File: config.mk
export PLATFORM = sky130hd
export DESIGN_NAME = axi4_lite_master_read_arbiter
export DESIGN_NICKNAME = d
export VERILOG_FILES = /design/src/rtl/axi4_lite_master_read_arbiter.sv
export SDC_FILE = /design/constraint.sdc
export NUM_CORES = 1
export LEC_CHECK = 0
export ABC_CLOCK_PERIOD_IN_PS = 3580
export CAP_MARGIN = 10
export CORE_MARGIN = 2
export CORE_UTILIZATION = 39
export DETAILED_ROUTE_END_ITERATION = 10
export PLACE_DENSITY = 0.87
export SLEW_MARGIN = 30
export SYNTH_ARGS = -nofsm -noshare
export SYNTH_HDL_FRONTEND = slang
export SYNTH_SLANG_ARGS = --single-unit
File: constraint.sdc
create_clock -name aclk -period 3.58 [get_ports aclk]
set_clock_uncertainty 0.2 [all_clocks]
set_input_delay 0.537 -clock aclk [delete_from_list [all_inputs] [get_ports aclk]]
set_output_delay 0.537 -clock aclk [all_outputs]
set_load 0.1 [all_outputs]
File: src/rtl/axi4_lite_master_read_arbiter.sv
// Round-robin arbiter in front of a single-outstanding AXI4-Lite read master.
// NUM_REQ requesters compete for one AXI read channel. The winner's address is
// latched, issued on AR, and the R beat is returned to that requester as a
// one-cycle rsp_valid strobe. Per-phase wait counters raise a one-cycle timeout
// pulse while the FSM keeps waiting so the AXI handshake rules are never broken.
module axi4_lite_master_read_arbiter #(
  parameter int unsigned NUM_REQ          = 4,
  parameter int unsigned ADDR_WIDTH       = 32,
  parameter int unsigned DATA_WIDTH       = 32,
  parameter int unsigned MAX_DELAY_READY  = 16,
  parameter int unsigned MAX_DELAY_RVALID = 10
) (
  input  logic                          aclk,
  input  logic                          aresetn,
  // Requester side
  input  logic [NUM_REQ-1:0]            req_valid,
  input  logic [NUM_REQ*ADDR_WIDTH-1:0] req_addr,
  output logic [NUM_REQ-1:0]            req_ready,
  output logic [NUM_REQ-1:0]            rsp_valid,
  output logic [DATA_WIDTH-1:0]         rsp_data,
  output logic [1:0]                    rsp_resp,
  // AXI4-Lite read address channel
  output logic [ADDR_WIDTH-1:0]         araddr,
  output logic [2:0]                    arprot,
  output logic                          arvalid,
  input  logic                          arready,
  // AXI4-Lite read data channel
  input  logic [DATA_WIDTH-1:0]         rdata,
  input  logic [1:0]                    rresp,
  input  logic                          rvalid,
  output logic                          rready,
  // Status
  output logic                          timeout_err,
  output logic [1:0]                    timeout_src
);

  localparam int unsigned IDX_W    = (NUM_REQ > 1) ? $clog2(NUM_REQ) : 1;
  localparam int unsigned AR_CNT_W = $clog2(MAX_DELAY_READY + 1);
  localparam int unsigned R_CNT_W  = $clog2(MAX_DELAY_RVALID + 1);

  localparam logic [IDX_W:0]      NUM_REQ_EXT = (IDX_W + 1)'(NUM_REQ);
  localparam logic [IDX_W-1:0]    LAST_IDX    = IDX_W'(NUM_REQ - 1);
  localparam logic [AR_CNT_W-1:0] AR_LIMIT    = AR_CNT_W'(MAX_DELAY_READY);
  localparam logic [AR_CNT_W-1:0] AR_PRE      = AR_CNT_W'(MAX_DELAY_READY - 1);
  localparam logic [R_CNT_W-1:0]  R_LIMIT     = R_CNT_W'(MAX_DELAY_RVALID);
  localparam logic [R_CNT_W-1:0]  R_PRE       = R_CNT_W'(MAX_DELAY_RVALID - 1);

  localparam logic [1:0] SRC_NONE = 2'b00;
  localparam logic [1:0] SRC_AR   = 2'b01;
  localparam logic [1:0] SRC_R    = 2'b10;

  typedef enum logic [1:0] {
    StIdle = 2'd0,
    StAddr = 2'd1,
    StData = 2'd2
  } state_e;

  state_e                  r_state;
  state_e                  w_state_next;

  // r_last_grant doubles as the owner of the outstanding transaction: it only
  // changes on acceptance and there is never more than one transaction in flight.
  logic [IDX_W-1:0]        r_last_grant;
  logic [ADDR_WIDTH-1:0]   r_araddr;
  logic [NUM_REQ-1:0]      r_rsp_valid;
  logic [DATA_WIDTH-1:0]   r_rsp_data;
  logic [1:0]              r_rsp_resp;
  logic [AR_CNT_W-1:0]     r_ar_cnt;
  logic [R_CNT_W-1:0]      r_r_cnt;
  logic                    r_timeout_err;
  logic [1:0]              r_timeout_src;

  logic                    w_grant_found;
  logic [IDX_W-1:0]        w_grant_idx;
  logic [IDX_W:0]          w_cand;
  logic [ADDR_WIDTH-1:0]   w_win_addr;
  logic                    w_accept;
  logic                    w_r_hs;
  logic                    w_ar_wait;
  logic                    w_r_wait;

  // Round-robin search starting one past the last grant, wrapping at NUM_REQ.
  always_comb begin
    w_grant_found = 1'b0;
    w_grant_idx   = '0;
    w_cand        = '0;
    for (int k = 1; k <= int'(NUM_REQ); k++) begin
      w_cand = {1'b0, r_last_grant} + (IDX_W + 1)'(k);
      if (w_cand >= NUM_REQ_EXT) begin
        w_cand = w_cand - NUM_REQ_EXT;
      end
      if (!w_grant_found && req_valid[w_cand[IDX_W-1:0]]) begin
        w_grant_found = 1'b1;
        w_grant_idx   = w_cand[IDX_W-1:0];
      end
    end
  end

  // Select the winning requester's address slice.
  always_comb begin
    w_win_addr = '0;
    for (int i = 0; i < int'(NUM_REQ); i++) begin
      if (w_grant_idx == IDX_W'(i)) begin
        w_win_addr = req_addr[i*ADDR_WIDTH +: ADDR_WIDTH];
      end
    end
  end

  // Next-state and handshake outputs; req_ready is masked during reset so no
  // grant is advertised while the block is held in reset.
  always_comb begin
    w_state_next = r_state;
    req_ready    = '0;
    arvalid      = 1'b0;
    rready       = 1'b0;
    case (r_state)
      StIdle: begin
        if (w_grant_found && aresetn) begin
          req_ready[w_grant_idx] = 1'b1;
          w_state_next           = StAddr;
        end
      end
      StAddr: begin
        arvalid = 1'b1;
        if (arready) begin
          w_state_next = StData;
        end
      end
      StData: begin
        rready = 1'b1;
        if (rvalid) begin
          w_state_next = StIdle;
        end
      end
      default: begin
        w_state_next = StIdle;
      end
    endcase
  end

  assign w_accept  = |req_ready;
  assign w_r_hs    = rready & rvalid;
  assign w_ar_wait = (r_state == StAddr) & ~arready;
  assign w_r_wait  = (r_state == StData) & ~rvalid;

  // State register.
  always_ff @(posedge aclk or negedge aresetn) begin
    if (!aresetn) begin
      r_state <= StIdle;
    end else begin
      r_state <= w_state_next;
    end
  end

  // Latch winner index and address on acceptance; later req_addr changes are ignored.
  always_ff @(posedge aclk or negedge aresetn) begin
    if (!aresetn) begin
      r_last_grant <= LAST_IDX;
      r_araddr     <= '0;
    end else if (w_accept) begin
      r_last_grant <= w_grant_idx;
      r_araddr     <= w_win_addr;
    end
  end

  // Capture the R beat; rsp_valid strobes the owner for one cycle, data is held.
  always_ff @(posedge aclk or negedge aresetn) begin
    if (!aresetn) begin
      r_rsp_valid <= '0;
      r_rsp_data  <= '0;
      r_rsp_resp  <= '0;
    end else begin
      r_rsp_valid <= '0;
      if (w_r_hs) begin
        r_rsp_valid[r_last_grant] <= 1'b1;
        r_rsp_data                <= rdata;
        r_rsp_resp                <= rresp;
      end
    end
  end

  // AR wait counter: consecutive ADDR cycles without arready, saturating.
  always_ff @(posedge aclk or negedge aresetn) begin
    if (!aresetn) begin
      r_ar_cnt <= '0;
    end else if (w_ar_wait) begin
      if (r_ar_cnt != AR_LIMIT) begin
        r_ar_cnt <= r_ar_cnt + AR_CNT_W'(1);
      end
    end else begin
      r_ar_cnt <= '0;
    end
  end

  // R wait counter: consecutive DATA cycles without rvalid, saturating.
  always_ff @(posedge aclk or negedge aresetn) begin
    if (!aresetn) begin
      r_r_cnt <= '0;
    end else if (w_r_wait) begin
      if (r_r_cnt != R_LIMIT) begin
        r_r_cnt <= r_r_cnt + R_CNT_W'(1);
      end
    end else begin
      r_r_cnt <= '0;
    end
  end

  // Timeout pulse fires once, on the edge where a counter reaches its limit.
  // A handshake in that cycle stops the count, so it wins over the timeout.
  always_ff @(posedge aclk or negedge aresetn) begin
    if (!aresetn) begin
      r_timeout_err <= 1'b0;
      r_timeout_src <= SRC_NONE;
    end else begin
      r_timeout_err <= 1'b0;
      r_timeout_src <= SRC_NONE;
      if (w_ar_wait && (r_ar_cnt == AR_PRE)) begin
        r_timeout_err <= 1'b1;
        r_timeout_src <= SRC_AR;
      end else if (w_r_wait && (r_r_cnt == R_PRE)) begin
        r_timeout_err <= 1'b1;
        r_timeout_src <= SRC_R;
      end
    end
  end

  assign araddr      = r_araddr;
  assign arprot      = 3'b000;
  assign rsp_valid   = r_rsp_valid;
  assign rsp_data    = r_rsp_data;
  assign rsp_resp    = r_rsp_resp;
  assign timeout_err = r_timeout_err;
  assign timeout_src = r_timeout_src;

endmodule

==> run metrics, run 1 <==
top cells by area, synth=dfrtp_1 (46%), mux2i_1 (15%), o221ai_2 (9.2%), mux2_2 (8.4%), nand2_1 (3.4%); fin crit share=0.960; Non-Filler Instances=774; Inst Count DP=between 700 and 800; Setup crit end kind=output port; first-pass GRT wire length=between 20,000 and 25,000 µm; share of layout cells above drive strength 1=0.184; most frequent cells after synthesis=dfrtp_1 (84), mux2i_1 (69), nand2_1 (41); outcome=completed; via count=3,911; fmax=roughly 290 MHz; Detailed Place HPWL=10,300 µm; crit path from=r_last_grant[0]$_DFFE_PN1P_; Critical Path Most Common Cell=inv_1; unrepaired setup endpoints after global routing=false; Core Rows=39; vias in the first global route=about 4.2k; largest area contributor in the netlist=dfrtp_1; CORE AREA=roughly 11,000 µm²; critical path type=flip-flop to output port; Detailed Route WL=~13,000 µm; Post-synth ARST share=1.00; Critical Path AT=about 2.7 ns; Initial Util=0.400; Initial DRC Count=roughly 110; clock sink count=86; Ys Warns=0; maxcap violations=0; initial antenna violation count=0; Port-buffer cells=about 250; gr ovfl total=0; antenna viol nets, final=0; Antenna Cells=0; routed wire length per instance=between 15 and 20 µm; Final min period=~3.4 ns; cells after synthesis=around 370; CTS Buf Count=9; share of the synthesized area in the top cell type=0.461; worst-margin pin slew=between 1 and 1.5 ns; Fin. Hold Viols=0; Max clock buf depth=2; final slew viol count=0; Die Y=around 110 µm; drt pass-1 iters=4; sequential share of the synthesized area=0.472; Avg Inst Size Synth=approximately 12 µm²; worst reg2reg path startpoint=r_last_grant[0]$_DFFE_PN1P_; #FFs+latches synth=between 80 and 90; critical path required time=2.84 ns; # fillers=880; Max H-tree Level=3; register clock-pin slew on the reported worst setup and hold paths=about 0.060 ns; largest net degree at the start of global routing=87; Syn-to-layout area delta=66.5%; Post-synth EDFFs=0; mapped cell area=roughly 4600 µm²; Die X=around 110 µm; Setup Total Neg Slack=0 ns; peak fanout along the critical path=8; top-count cell post-synth=dfrtp_1; GRT Total Usage=0.207; crit-path cells=inv_1 > ha_2 > mux2i_1 > a221oi_1 > a22oi_2 > buf_4 > inv_1 > nor2_4 > buf_12; Netlist cell types=about 40; die area=between 10,000 and 15,000 µm²; clk_lat worst skew=around 0.33 ns; Worst setup SP type=flip-flop; # IOs=roughly 250; Most used DFF post-synth=dfrtp_1; fin nets=roughly 810; hold crit path type=primary input to async pin; slowest CP cell=dfstp_2; DR DRC count=0; Worst slew margin=0.318; fin util=0.666; TritonCTS clock tree=done; Root Buffer=clkbuf_16; Placer Congestion=0.769; Crit path largest cell delay=between 0.5 and 0.6 ns; vias per cell=around 5.1; Final setup viols=0
==> kinds of logic (layout without fill, tap and decap cells) <==
family,Yosys count,count (layout),share of synthesized area
mux,104,104,0.240
flops,86,86,0.472
simple gates,80,80,0.0787
compound gates,48,48,0.126
buf+inv,40,295,0.0452
fa+ha+maj,10,10,0.0274
xor+xnor,5,5,0.00960
other cells,1,3,0.000822
==> cells in the final DEF, fill, tap and decap left out, drive strengths merged, types with 3 or more instances in the layout <==
master and count:
a21oi 4, xnor2 3, inv 13, mux2 34, clkdlybuf4s50 239, ha 10
nand2 41, mux2i 69, clkbuf 10, nand2b 4, clkinv 3, nand3 3
nor2 16, o221ai 32, and3 5, dfrtp 84, buf 28, conb 3
nor2b 4
==> path summary, 6_finish.rpt <==
check | to | slack (ns) | depth (start not counted)
setup / recovery | req_ready[0] | 0.14 | 9
hold / removal | araddr[21]$_DFFE_PN0P_ | 0.19 | 2
setup reg to reg | araddr[10]$_DFFE_PN0P_ | 0.53 | 9
hold reg to reg | araddr[10]$_DFFE_PN0P_ | 0.29 | 2
max in group asynchronous | rsp_data[5]$_DFFE_PN0P_ | 2.49 | 2
min in group aclk | araddr[10]$_DFFE_PN0P_ | 0.29 | 2
==> worst max-delay path: cells and delay by family (launching register included) <==
| family | cells | cell delay (ns) |
|---|---|---|
| compound gates | 2 | 0.34 |
| mux | 1 | 0.26 |
| simple gates | 1 | 0.15 |
| flops | 1 | 0.57 |
| fa+ha+maj | 1 | 0.40 |
| buf+inv | 4 | 0.65 |
==> metrics by stage <==
step                      worst slack, ns  hold slack [ns]  cell area [µm²]
after floorplan                   -0.0350           0.0414             4610
after global placement             0.0614            0.270             7260
after detailed placement           0.0616            0.274             7260
after CTS                          0.0127            0.217             7590
after global routing              0.00753            0.266             7600
final                               0.143            0.193             7600
==> metal layers <==
layer | wire length [µm] | vias to the layer above | global-route usage
met3 | 926 | 19 | 0.0497
met1 | 5010 | 1877 | 0.234
met4 | 234 | 0 | 0.0691
met2 | 6940 | 168 | 0.381
li1 | - | 1847 | -
met5 | 0 | - | 0
==> final cells by class <==
class,instances,area (µm²),area share
Multi-Input combinational cell,250,2240,0.295
Inverter,12,45.0,0.00593
Timing Repair Buffer,267,2670,0.351
Clock buffer,10,239,0.0314
Sequential cell,86,2150,0.284
Tap cell,143,179,0.0235
Clock inverter,6,68.8,0.00905
==> state kept, by name (all words and copies together) (netlist names) <==
register / flops
r_last_grant: 2
r_ar_cnt: 5
r_r_cnt: 4
rsp_data: 32
araddr: 32
timeout_src: 2
rsp_resp: 2
rsp_valid: 4
timeout_err: 1
r_state: 2
==> timing repair <==
| action | 4_1_cts | 5_1_grt |
|---|---|---|
| setup endpoints to repair | 4 | 4 |
| hold buffers | 0 | 0 |
| gates resized for setup | 1 | 1 |
| endpoints found under the hold margin | 0 | 0 |
| pin swaps | 0 | 0 |
| buffers inserted | 2 | 1 |
Power of run 1 is left out: the tool's default activity adds up to more than one toggle a clock period on the data nets, which glitch-free logic cannot reach.
==> run 2, diff against run 1 <==
--- a/config.mk
+++ b/config.mk
@@ -7,7 +7,6 @@
 export LEC_CHECK = 0
 export ABC_CLOCK_PERIOD_IN_PS = 3580
 export CAP_MARGIN = 10
-export CORE_MARGIN = 2
 export CORE_UTILIZATION = 39
 export DETAILED_ROUTE_END_ITERATION = 10
 export PLACE_DENSITY = 0.87
==> run metrics, run 2 (synthesized netlist as in run 1, its figures left out) <==
outcome=completed; initial antenna violation count=0; GRT Total Usage=0.217; vias per cell=just over 5; Initial DRC Count=166; DR DRC count=0; Setup Total Neg Slack=0 ns; CTS Buf Count=9; Root Buffer=clkbuf_16; Placer Congestion=~0.82; first-pass GRT wire length=between 15,000 and 20,000 µm; Core Rows=39; share of layout cells above drive strength 1=0.183; CORE AREA=between 10,000 and 15,000 µm²; Die Y=110 µm; Port-buffer cells=roughly 250; Multi-input gate area=2250 µm²; routed wire length per instance=~17 µm; # fillers=roughly 860; hold depth=2; most common cell after layout, fill and taps aside=clkdlybuf4s50_1; clk_lat worst skew=0.34 ns; Final WS setup=0.110 ns; fin util=0.671; largest net degree at the start of global routing=85; register clock-pin slew on the reported worst setup and hold paths=roughly 0.06 ns; die area=between 10,000 and 15,000 µm²; worst reg2reg path startpoint=r_last_grant[0]$_DFFE_PN1P_; worst-margin pin slew=slightly above 1 ns; critical path required time=between 2 and 3 ns; TritonCTS clock tree=done; Final setup viols=0; fmax=288 MHz; hold crit path type=flip-flop to flip-flop; fin crit share=0.969; Syn-to-layout area delta=68.0%; worst slack, placed=between 0.03 and 0.04 ns; vias in the first global route=between 4k and 5k; Worst setup SP type=flip-flop; Critical Path AT=around 2.7 ns; Reg2Reg Depth=9; antenna viol nets, final=0; Initial Util=0.400; most frequent cells in the layout=clkdlybuf4s50_1 (240), dfrtp_1 (84), mux2i_1 (68); Max H-tree Level=3; clock sink count=86; Crit Reg-Reg Endpoint=araddr[20]$_DFFE_PN0P_; Fin. Hold Viols=0; Worst slew margin=0.317; Antenna Cells=0; Die X=about 110 µm; Max clock buf depth=2; final slew viol count=0; fin nets=808; peak fanout along the critical path=12; # IOs=approximately 250; drt pass-1 iters=4; FF+latch area=about 2200 µm²; Setup crit end kind=output port; Detailed Place HPWL=around 10,000 µm; critical path type=flip-flop to output port; via count=roughly 3.9k; Final min period=approximately 3.5 ns; maxcap violations=0; register-to-register setup slack=0.51 ns; Worst Hold Endpoint=araddr[8]$_DFFE_PN0P_; Detailed Route WL=13,200 µm; gr ovfl total=0; Hold Startpoint=araddr[8]$_DFFE_PN0P_
run 2: changes by cell type in the layout (fill, tap and decap cells not counted), sizes merged:
cell	before	now
clkdlybuf4s50	239	240
clkbuf	10	11
clkinv	3	2
clkinvlp	1	0
dlygate4sd3	0	1
bufinv	1	2
run 2: worst max-delay path: stages, from the launching register on:
cell	delay, ns
dfstp_2	0.58
inv_1	0.10
ha_2	0.41
mux2i_2	0.27
a221oi_1	0.12
a22oi_2	0.27
buf_12	0.20
inv_1	0.11
nor2_4	0.13
buf_12	0.18
run 2: worst max-delay path by stage:
stage / from / to
after global placement: req_valid[1] / req_ready[2]
after global routing: r_last_grant[0]$_DFFE_PN1P_ / req_ready[2]
final: r_last_grant[0]$_DFFE_PN1P_ / req_ready[2]
after CTS: r_last_grant[0]$_DFFE_PN1P_ / req_ready[2]
after floorplan: r_last_grant[1]$_DFFE_PN1P_ / req_ready[0]
after detailed placement: req_valid[1] / req_ready[2]
run 2: metrics by stage:
step                      cells  hold WS, ns  cell area, µm²
final                       776        0.292            7670
after global routing        776        0.307            7670
after detailed placement    754        0.271            7280
after global placement      754        0.271            7280
after CTS                   775        0.292            7650
after floorplan             376       0.0414            4610
run 2: routing by layer:
| metal | GRT usage | part of all wire |
|---|---|---|
| met1 | 0.243 | 0.38 |
| met2 | 0.389 | 0.53 |
| met3 | 0.0582 | 0.067 |
| met4 | 0.0865 | 0.021 |
| met5 | 0 | 0 |
run 2: final cells by class:
type / instances / share of cell area
repair buffers: 269 / 0.354
flip-flops and latches: 86 / 0.281
clock inverters: 5 / 0.0108
clock buffers: 11 / 0.0317
multi-input cells: 250 / 0.293
inverters: 12 / 0.00588
well taps: 143 / 0.0233
run 2: repair_timing:
action                     4_1_cts  5_1_grt
setup buffers                    4        1
gates resized for setup          1        2
pin swaps                        1        1
setup endpoints to repair        3        3
gates cloned                     0        0
hold buffers                     1        0
hold endpoints to repair         2        0
Power of run 2 is left out for the same reason.
